`config.mk`:
```
export PLATFORM = sky130hd
export DESIGN_NAME = fg_waveform_ctrl
export DESIGN_NICKNAME = d
export VERILOG_FILES = /design/src/rtl/fg_waveform_ctrl.sv
export SDC_FILE = /design/constraint.sdc
export NUM_CORES = 1
export LEC_CHECK = 0
export CORE_ASPECT_RATIO = 1.1
export CORE_MARGIN = 3
export CORE_UTILIZATION = 55
export CTS_BUF_LIST = sky130_fd_sc_hd__clkbuf_16
export DETAILED_ROUTE_END_ITERATION = 12
export PLACE_DENSITY = 0.87
export SYNTH_ARGS = -nofsm -noshare
export SYNTH_HDL_FRONTEND = slang
export SYNTH_SLANG_ARGS = --single-unit
```
`constraint.sdc`:
```
create_clock -name clk_i -period 4 [get_ports clk_i]
set_clock_uncertainty 0.05 [all_clocks]
set_input_delay 1.2 -clock clk_i [delete_from_list [all_inputs] [get_ports clk_i]]
set_output_delay 1.2 -clock clk_i [all_outputs]
set_load 0.01 [all_outputs]
```
`src/rtl/fg_waveform_ctrl.sv`:
```
// Configuration shadow/active register bank, prescaled tick and period sequencer
// feeding the function-generator waveform datapath.
module fg_waveform_ctrl #(
    parameter int unsigned COUNTER_BITWIDTH  = 32,
    parameter int unsigned WAVEFORM_BITWIDTH = 16,
    parameter int unsigned PRESCALE_BITWIDTH = 16
) (
    input  logic                         clk_i,
    input  logic                         rstn_i,
    input  logic                         cfg_valid_i,
    output logic                         cfg_ready_o,
    input  logic [2:0]                   cfg_addr_i,
    input  logic [COUNTER_BITWIDTH-1:0]  cfg_data_i,
    output logic                         clk_en_o,
    output logic [COUNTER_BITWIDTH-1:0]  CR_o,
    output logic [COUNTER_BITWIDTH-1:0]  counter_o,
    output logic [COUNTER_BITWIDTH-1:0]  ON_counter_o,
    output logic [WAVEFORM_BITWIDTH-1:0] k_rise_o,
    output logic [WAVEFORM_BITWIDTH-1:0] k_fall_o,
    output logic [WAVEFORM_BITWIDTH-1:0] amplitude_o,
    output logic                         period_start_o,
    output logic                         busy_o
);
    localparam int unsigned CW = COUNTER_BITWIDTH;
    localparam int unsigned WW = WAVEFORM_BITWIDTH;
    localparam int unsigned PW = PRESCALE_BITWIDTH;

    typedef enum logic [1:0] {ST_IDLE, ST_ARM, ST_RUN} state_e;

    state_e          state_q, state_d;
    logic [CW-1:0]   sh_period_q, sh_period_d, sh_on_q, sh_on_d;
    logic [WW-1:0]   sh_k_rise_q, sh_k_rise_d, sh_k_fall_q, sh_k_fall_d, sh_amp_q, sh_amp_d;
    logic [PW-1:0]   sh_pre_q, sh_pre_d;
    logic [1:0]      sh_ctrl_q, sh_ctrl_d;
    logic [CW-1:0]   act_period_q, act_period_d, act_on_q, act_on_d;
    logic [WW-1:0]   act_k_rise_q, act_k_rise_d, act_k_fall_q, act_k_fall_d, act_amp_q, act_amp_d;
    logic [PW-1:0]   act_pre_q, act_pre_d;
    logic [PW-1:0]   pre_cnt_q, pre_cnt_d;
    logic [CW-1:0]   cr_q, cr_d;
    logic            tick_c, wrap_c, wr_en_c;

    // Tick, wrap and handshake decode, all from registered state
    assign tick_c         = (state_q == ST_RUN) && (pre_cnt_q == act_pre_q);
    assign wrap_c         = tick_c && (cr_q == act_period_q);
    assign cfg_ready_o    = (state_q != ST_ARM) && !wrap_c;
    assign wr_en_c        = cfg_valid_i && cfg_ready_o;
    assign clk_en_o       = tick_c;
    assign period_start_o = tick_c && (cr_q == '0);
    assign busy_o         = (state_q != ST_IDLE);
    assign CR_o           = cr_q;
    assign counter_o      = act_period_q;
    assign ON_counter_o   = act_on_q;
    assign k_rise_o       = act_k_rise_q;
    assign k_fall_o       = act_k_fall_q;
    assign amplitude_o    = act_amp_q;

    always_comb begin
        state_d      = state_q;
        sh_period_d  = sh_period_q;
        sh_on_d      = sh_on_q;
        sh_k_rise_d  = sh_k_rise_q;
        sh_k_fall_d  = sh_k_fall_q;
        sh_amp_d     = sh_amp_q;
        sh_pre_d     = sh_pre_q;
        sh_ctrl_d    = sh_ctrl_q;
        act_period_d = act_period_q;
        act_on_d     = act_on_q;
        act_k_rise_d = act_k_rise_q;
        act_k_fall_d = act_k_fall_q;
        act_amp_d    = act_amp_q;
        act_pre_d    = act_pre_q;
        pre_cnt_d    = pre_cnt_q;
        cr_d         = cr_q;

        if (wr_en_c) begin
            case (cfg_addr_i)
                3'd0:    sh_period_d = cfg_data_i;
                3'd1:    sh_on_d     = cfg_data_i;
                3'd2:    sh_k_rise_d = cfg_data_i[WW-1:0];
                3'd3:    sh_k_fall_d = cfg_data_i[WW-1:0];
                3'd4:    sh_amp_d    = cfg_data_i[WW-1:0];
                3'd5:    sh_pre_d    = cfg_data_i[PW-1:0];
                3'd6:    sh_ctrl_d   = cfg_data_i[1:0];
                default: ;
            endcase
        end

        // Commit happens in ARM and on every wrap tick; writes are stalled in both
        if ((state_q == ST_ARM) || wrap_c) begin
            act_period_d = sh_period_q;
            act_on_d     = sh_on_q;
            act_k_rise_d = sh_k_rise_q;
            act_k_fall_d = sh_k_fall_q;
            act_amp_d    = sh_amp_q;
            act_pre_d    = sh_pre_q;
        end

        case (state_q)
            ST_IDLE: begin
                pre_cnt_d = '0;
                cr_d      = '0;
                if (sh_ctrl_q[0]) state_d = ST_ARM;
            end
            ST_ARM: begin
                pre_cnt_d = '0;
                cr_d      = '0;
                state_d   = ST_RUN;
            end
            ST_RUN: begin
                if (tick_c) begin
                    pre_cnt_d = '0;
                    if (wrap_c) begin
                        cr_d = '0;
                        if (!sh_ctrl_q[0] || sh_ctrl_q[1]) state_d = ST_IDLE;
                        if (sh_ctrl_q[1]) sh_ctrl_d[0] = 1'b0;
                    end else begin
                        cr_d = cr_q + CW'(1);
                    end
                end else begin
                    pre_cnt_d = pre_cnt_q + PW'(1);
                end
            end
            default: state_d = ST_IDLE;
        endcase
    end

    always_ff @(posedge clk_i or negedge rstn_i) begin
        if (!rstn_i) begin
            state_q      <= ST_IDLE;
            sh_period_q  <= '0;
            sh_on_q      <= '0;
            sh_k_rise_q  <= '0;
            sh_k_fall_q  <= '0;
            sh_amp_q     <= '0;
            sh_pre_q     <= '0;
            sh_ctrl_q    <= '0;
            act_period_q <= '0;
            act_on_q     <= '0;
            act_k_rise_q <= '0;
            act_k_fall_q <= '0;
            act_amp_q    <= '0;
            act_pre_q    <= '0;
            pre_cnt_q    <= '0;
            cr_q         <= '0;
        end else begin
            state_q      <= state_d;
            sh_period_q  <= sh_period_d;
            sh_on_q      <= sh_on_d;
            sh_k_rise_q  <= sh_k_rise_d;
            sh_k_fall_q  <= sh_k_fall_d;
            sh_amp_q     <= sh_amp_d;
            sh_pre_q     <= sh_pre_d;
            sh_ctrl_q    <= sh_ctrl_d;
            act_period_q <= act_period_d;
            act_on_q     <= act_on_d;
            act_k_rise_q <= act_k_rise_d;
            act_k_fall_q <= act_k_fall_d;
            act_amp_q    <= act_amp_d;
            act_pre_q    <= act_pre_d;
            pre_cnt_q    <= pre_cnt_d;
            cr_q         <= cr_d;
        end
    end

endmodule
```
[Word-level counts from Yosys, hierarchy flattened]
Cells that the tools add are included.
Word-level totals
  logic and storage cells: 74
  input bits: 38
  bits in latches: 0
  bits in writable memories: 0
  register bits: 308
  output and inout port bits: 148
  memories: 0
  ROM bits: 0
Cells by class
  bitwise gates (word level): 0
  reduce and logical (&&, ||, !) cells: 24
  mux-type cells: 16
  divide/modulo/power cells: 0
  add/subtract/negate cells: 2
  shift-type cells: 0
  order comparisons: 0
  equal/unequal tests: 15
  $mul: 0
Operators with widths (number)
  2-to-1 mux 32 bit: 2
  case mux 32 bit (2 select lines): 1
  adder 32 x 1 -> 32 bit, second input constant: 1
  equality test 32 bit: 1
  logical NOT 32 bit: 1
  case mux 16 bit (2 select lines): 1
  adder 16 x 1 -> 16 bit, second input constant: 1
  equality test 16 bit: 1
  2-to-1 mux 16 bit: 1
  AND reduction 2 bit: 8
  equality test 3 bit, second input constant: 3
  2-to-1 mux 2 bit: 4
  equality test 3 x 2 -> 1 bit, second input constant: 2
  2-to-1 mux 1 bit: 6
  inequality test 2 bit, second input constant: 3
  case mux 2 bit (3 select lines): 1
  logical AND 1 bit: 5
  inequality test 2 x 1 -> 1 bit, second input constant: 2
  AND reduction 4 bit: 1
  nonzero test 2 bit: 2
  equality test 3 x 1 -> 1 bit, second input constant: 1
  logical NOT 3 bit: 1
  equality test 2 x 1 -> 1 bit, second input constant: 1
  equality test 2 bit, second input constant: 1
  4 further kinds: 6

[Depth between registers and ports, before layout]
  depth after elaboration: 11
  depth in mapped cells: 9
  mapped depth without buffers: 7

[Worst setup path before layout]
Ideal clock, no wire load.
  path type: reg2out
  start: register cr_q[24], in the netlist CR_o[24]
  end: output cfg_ready_o
  data required time: 2.750 ns
  slack: 0.532 ns
  data arrival time: 2.218 ns
  cell stages (with the launch flop): 10
  cell sequence: dfrtp_1 > buf_2 > xor2_1 > nor4_1 > nand4_1 > or2_2 > o21ai_2 > buf_4 > buf_4 > inv_1
Between the ends
  longest elaborated chain between the ends: 4
RTL lines
  start, declared: line 39  | logic [CW-1:0] cr_q, cr_d;
  start signal, assigned: line 161  | cr_q <= cr_d;
  equality test 32 bit: line 44  | assign wrap_c = tick_c && (cr_q == act_period_q);
  logical AND 1 bit: line 44
  logical NOT 1 bit: line 45  | assign cfg_ready_o = (state_q != ST_ARM) && !wrap_c;
  logical AND 1 bit: line 45
  end, declared: line 11  | output logic cfg_ready_o,
No other way between the ends.

[Final worst setup path]
  start: register pre_cnt_q[10]
  end: output clk_en_o
Between the ends
  longest elaborated chain between the ends: 2
RTL lines
  start, declared: line 38  | logic [PW-1:0] pre_cnt_q, pre_cnt_d;
  start signal, assigned: line 160  | pre_cnt_q <= pre_cnt_d;
  equality test 16 bit: line 43  | assign tick_c = (state_q == ST_RUN) && (pre_cnt_q == act_pre_q);
  logical AND 1 bit: line 43
  end, declared: line 14  | output logic clk_en_o,
No other way between the ends.

==> run_results.csv <==
group,metric,value,unit
finish,diodes,0,
grt,gr-total-overflow,0,
finish,final_common_cell,"dfrtp_1",
finish,utilization,0.710,
grt,antenna_found_initial,1,
finish,syn2layout_area_growth,24.7,%
grt,grt_pass1_vias,9458,
timing,finalMaxSlewViolations,0,
grt,grt_max_degree,129,
timing,tns,0,ps
worst_setup_path,cp_slowest_cell,"clkdlybuf4s50_1",
floorplanning,io_pins,186,
logic_synthesis,synth_async_sr_flop_share,1.00,
timing,hold_viol,0,
drt,wl,34800,um
logic_synthesis,ys_seq_area_frac,0.581,
worst_hold_path,hold_path_class,"reg -> reg",
place,place_hpwl,23900,um
worst_setup_path,rrSetupSlack,620,ps
finish,layout_common_cells,"305 x dfrtp_1, 182 x clkdlybuf4s50_1, 177 x mux2_2",
drt,wire_per_inst,23.1,um
timing,max_freq,256,MHz
logic_synthesis,synth_warnings,0,
finish,fin_nets,1222,
logic_synthesis,ys_ff_latch,308,
worst_hold_path,hold_path_end,"sh_pre_q[14]$_DFFE_PN0P_",
floorplanning,die_w,154,um
logic_synthesis,avgSynthCellArea,13.7,sq um
worst_setup_path,rr_endpoint,"sh_pre_q[2]$_DFFE_PN0P_",
floorplanning,die_y,169,um
finish,stdcell_count,1503,
clocking,cts_buffer_depth,3,
worst_setup_path,r2r_cells,8,
power_and_ir_drop,peakVddDrop,0.498,mV
logic_synthesis,postSynthCellCount,968,
run,drv_cap,0,
worst_setup_path,start_kind,"flip-flop",
logic_synthesis,synth-edff-count,0,
timing,hold-worst-slack,433,ps
place,gp_congestion,0.962,
clocking,cts_made_buffers,30,
worst_setup_path,timing.rr.start,"act_pre_q[15]$_DFFE_PN0P_",
worst_hold_path,worst_hold_path.num_cells,1,
worst_setup_path,timing.critical_path.buf_inv,2,
worst_setup_path,critPathRequiredTime,2750,ps
drt,dr.pass1.iters,5,
timing,min_period,3910,ps
clocking,cts_sinks,308,
drt,drc,0,
place,placed_cells,1443,
clocking,h-tree-depth,1,
worst_setup_path,slowest_delay,550,ps
timing,relSlewSlack,0.274,
place,numPortBuffers,185,
worst_setup_path,cp_cell_sequence,"xor2_1 > nor4_2 > and4_1 > nand2_2 > inv_2 > clkdlybuf4s50_1",
worst_setup_path,arrival,2660,ps
power_and_ir_drop,cellLeakagePower,7.15,nW
status,outcome,"finished clean",
clocking,clk_latency,550,ps
clocking,cts_tree,"yes",
clocking,cts_hold_buf,0,
drt,via_per_inst,6.05,
logic_synthesis,ys_types,60,
timing,worst_slew_pin_slew,1080,ps
floorplanning,initial_core_util,0.569,
worst_setup_path,critPathTopFamily,"simple AND/OR/NAND/NOR gates",
clocking,root_buffer,"clkbuf_16",
timing,fin_crit_sh,0.978,
grt,track_usage,0.266,
worst_setup_path,crit_path_end_kind,"output pin",
worst_hold_path,holdCritStartpoint,"sh_pre_q[14]$_DFFE_PN0P_",
timing,setup_violations,0,
timing,rsz0062_at_grt,"no",
floorplanning,die_area,0.0260,sq mm
power_and_ir_drop,power.density,722,mW/mm^2
drt,ant_nets,0,
floorplanning,rows,58,
logic_synthesis,synth_top_area_frac,0.581,
grt,grt_pass1_wl,54700,um
logic_synthesis,netlist_top_cells_area,"dfrtp_1 58%, mux2_2 15%, mux2_1 6.8%, xor2_1 3.7%, buf_6 1.6%",
logic_synthesis,synth_largest_area_cell,"dfrtp_1",
logic_synthesis,synth_area,0.0133,sq mm
finish,drive_above_1_share,0.243,
floorplanning,core_area,0.0233,sq mm
drt,vias,9088,
logic_synthesis,synth_ff_type,"dfrtp_1",
worst_setup_path,critPathMaxFanout,6,
clocking,clk_pin_slew,70,ps
worst_setup_path,criticalPathCategory,"reg -> out",
logic_synthesis,syn_nets,1009,
drt,first_iter_violations,751,
-- metrics by stage --
stage / total power [mW] / worst slack (ps) / area [sq um]
2_1_floorplan: 7.14 / 532 / 13300
3_3_place_gp: 8.94 / 271 / 15500
3_5_place_dp: 9.15 / 196 / 15500
4_1_cts: 12.0 / 6.44 / 16500
5_1_grt: 12.5 / 15.5 / 16500
6_report: 11.9 / 88.1 / 16500
-- layout make-up --
| cell class | instances | area (sq um) |
|---|---|---|
| Tap cell | 300 | 375 |
| Fill cell | 1536 | 6760 |
| Inverter | 12 | 45.0 |
| Clock inverter | 23 | 180 |
| Sequential cell | 308 | 7710 |
| Clock buffer | 31 | 776 |
| Multi-Input combinational cell | 596 | 5170 |
| Timing Repair Buffer | 233 | 2280 |
-- cell families (layout without fill, tap and decap cells) --
kind of cell / count (synthesis) / after routing / share of synthesized area
AOI/OAI and AO/OA: 87 / 87 / 0.0435
adders and majority gates: 3 / 3 / 0.00283
buffers and inverters: 64 / 299 / 0.0320
muxes: 259 / 259 / 0.220
DFF: 308 / 308 / 0.581
and+or+nand+nor: 190 / 190 / 0.0828
xor gates and xnor gates: 57 / 57 / 0.0377
-- cell usage after synthesis (2+ instances only) --
library cell  number
nand2_1           41
clkinv_1           2
mux2i_1            2
nand3_1           25
and3_1             7
ha_1               3
nor2_1            16
a21boi_0           2
a221oi_1           2
and4_1             6
or3_1             10
buf_2             11
a31oi_1            4
a21oi_1           23
dfrtp_1          308
o22ai_1            3
nor4b_1            4
nand2b_1           2
o21a_1             2
o211ai_1           2
nor4_1            19
nand4_1           17
mux2_1            80
o21ai_0           23
buf_6             19
mux2_2           177
inv_1             10
a2bb2oi_1          2
nor4_2             2
o31ai_1            9
xor2_1            56
or4_1             14
nor3_1            15
nor3_2             2
nand3b_2           2
a31o_2             3
buf_4              7
clkbuf_1          13
a2111oi_0          2
-- repair_timing --
item	CTS	global route
pin swaps	7	4
setup endpoints to repair	3	2
gates resized for setup	9	4
setup buffers	3	3
-- sequential cells by signal, summed over array words and instances (netlist names), 32 cells and up --
name          count
sh_period_q      32
ON_counter_o     32
counter_o        32
sh_on_q          32
CR_o             32
-- per-layer routing --
metal  vias up  wire length [um]  part of all wire  GRT usage
li1       3951                 -                 -          -
met1      4689             14100              0.40      0.357
met2       373             16900              0.49      0.440
met3        75              2620             0.075     0.0557
met4         0              1160             0.033     0.0837
met5         -                 0                 0          0
-- worst max path at each step --
stage | from | to | slack, ps | depth (start not counted)
CTS | pre_cnt_q[4]$_DFFE_PN0P_ | period_start_o | 6 | 6
global placement | CR_o[28]$_DFFE_PN0P_ | cfg_ready_o | 270 | 7
finish | pre_cnt_q[10]$_DFFE_PN0P_ | clk_en_o | 90 | 6
global route | pre_cnt_q[10]$_DFFE_PN0P_ | clk_en_o | 20 | 6
detailed placement | CR_o[28]$_DFFE_PN0P_ | cfg_ready_o | 200 | 7
floorplan | CR_o[24]$_DFFE_PN0P_ | cfg_ready_o | 530 | 9
-- power breakdown --
part           switching [mW]  internal [mW]
clock                    1.15           1.58
sequential              0.818           4.34
combinational            1.74           2.30
total                    3.71           8.23
Note: power is estimated with default switching activity, not from simulation.
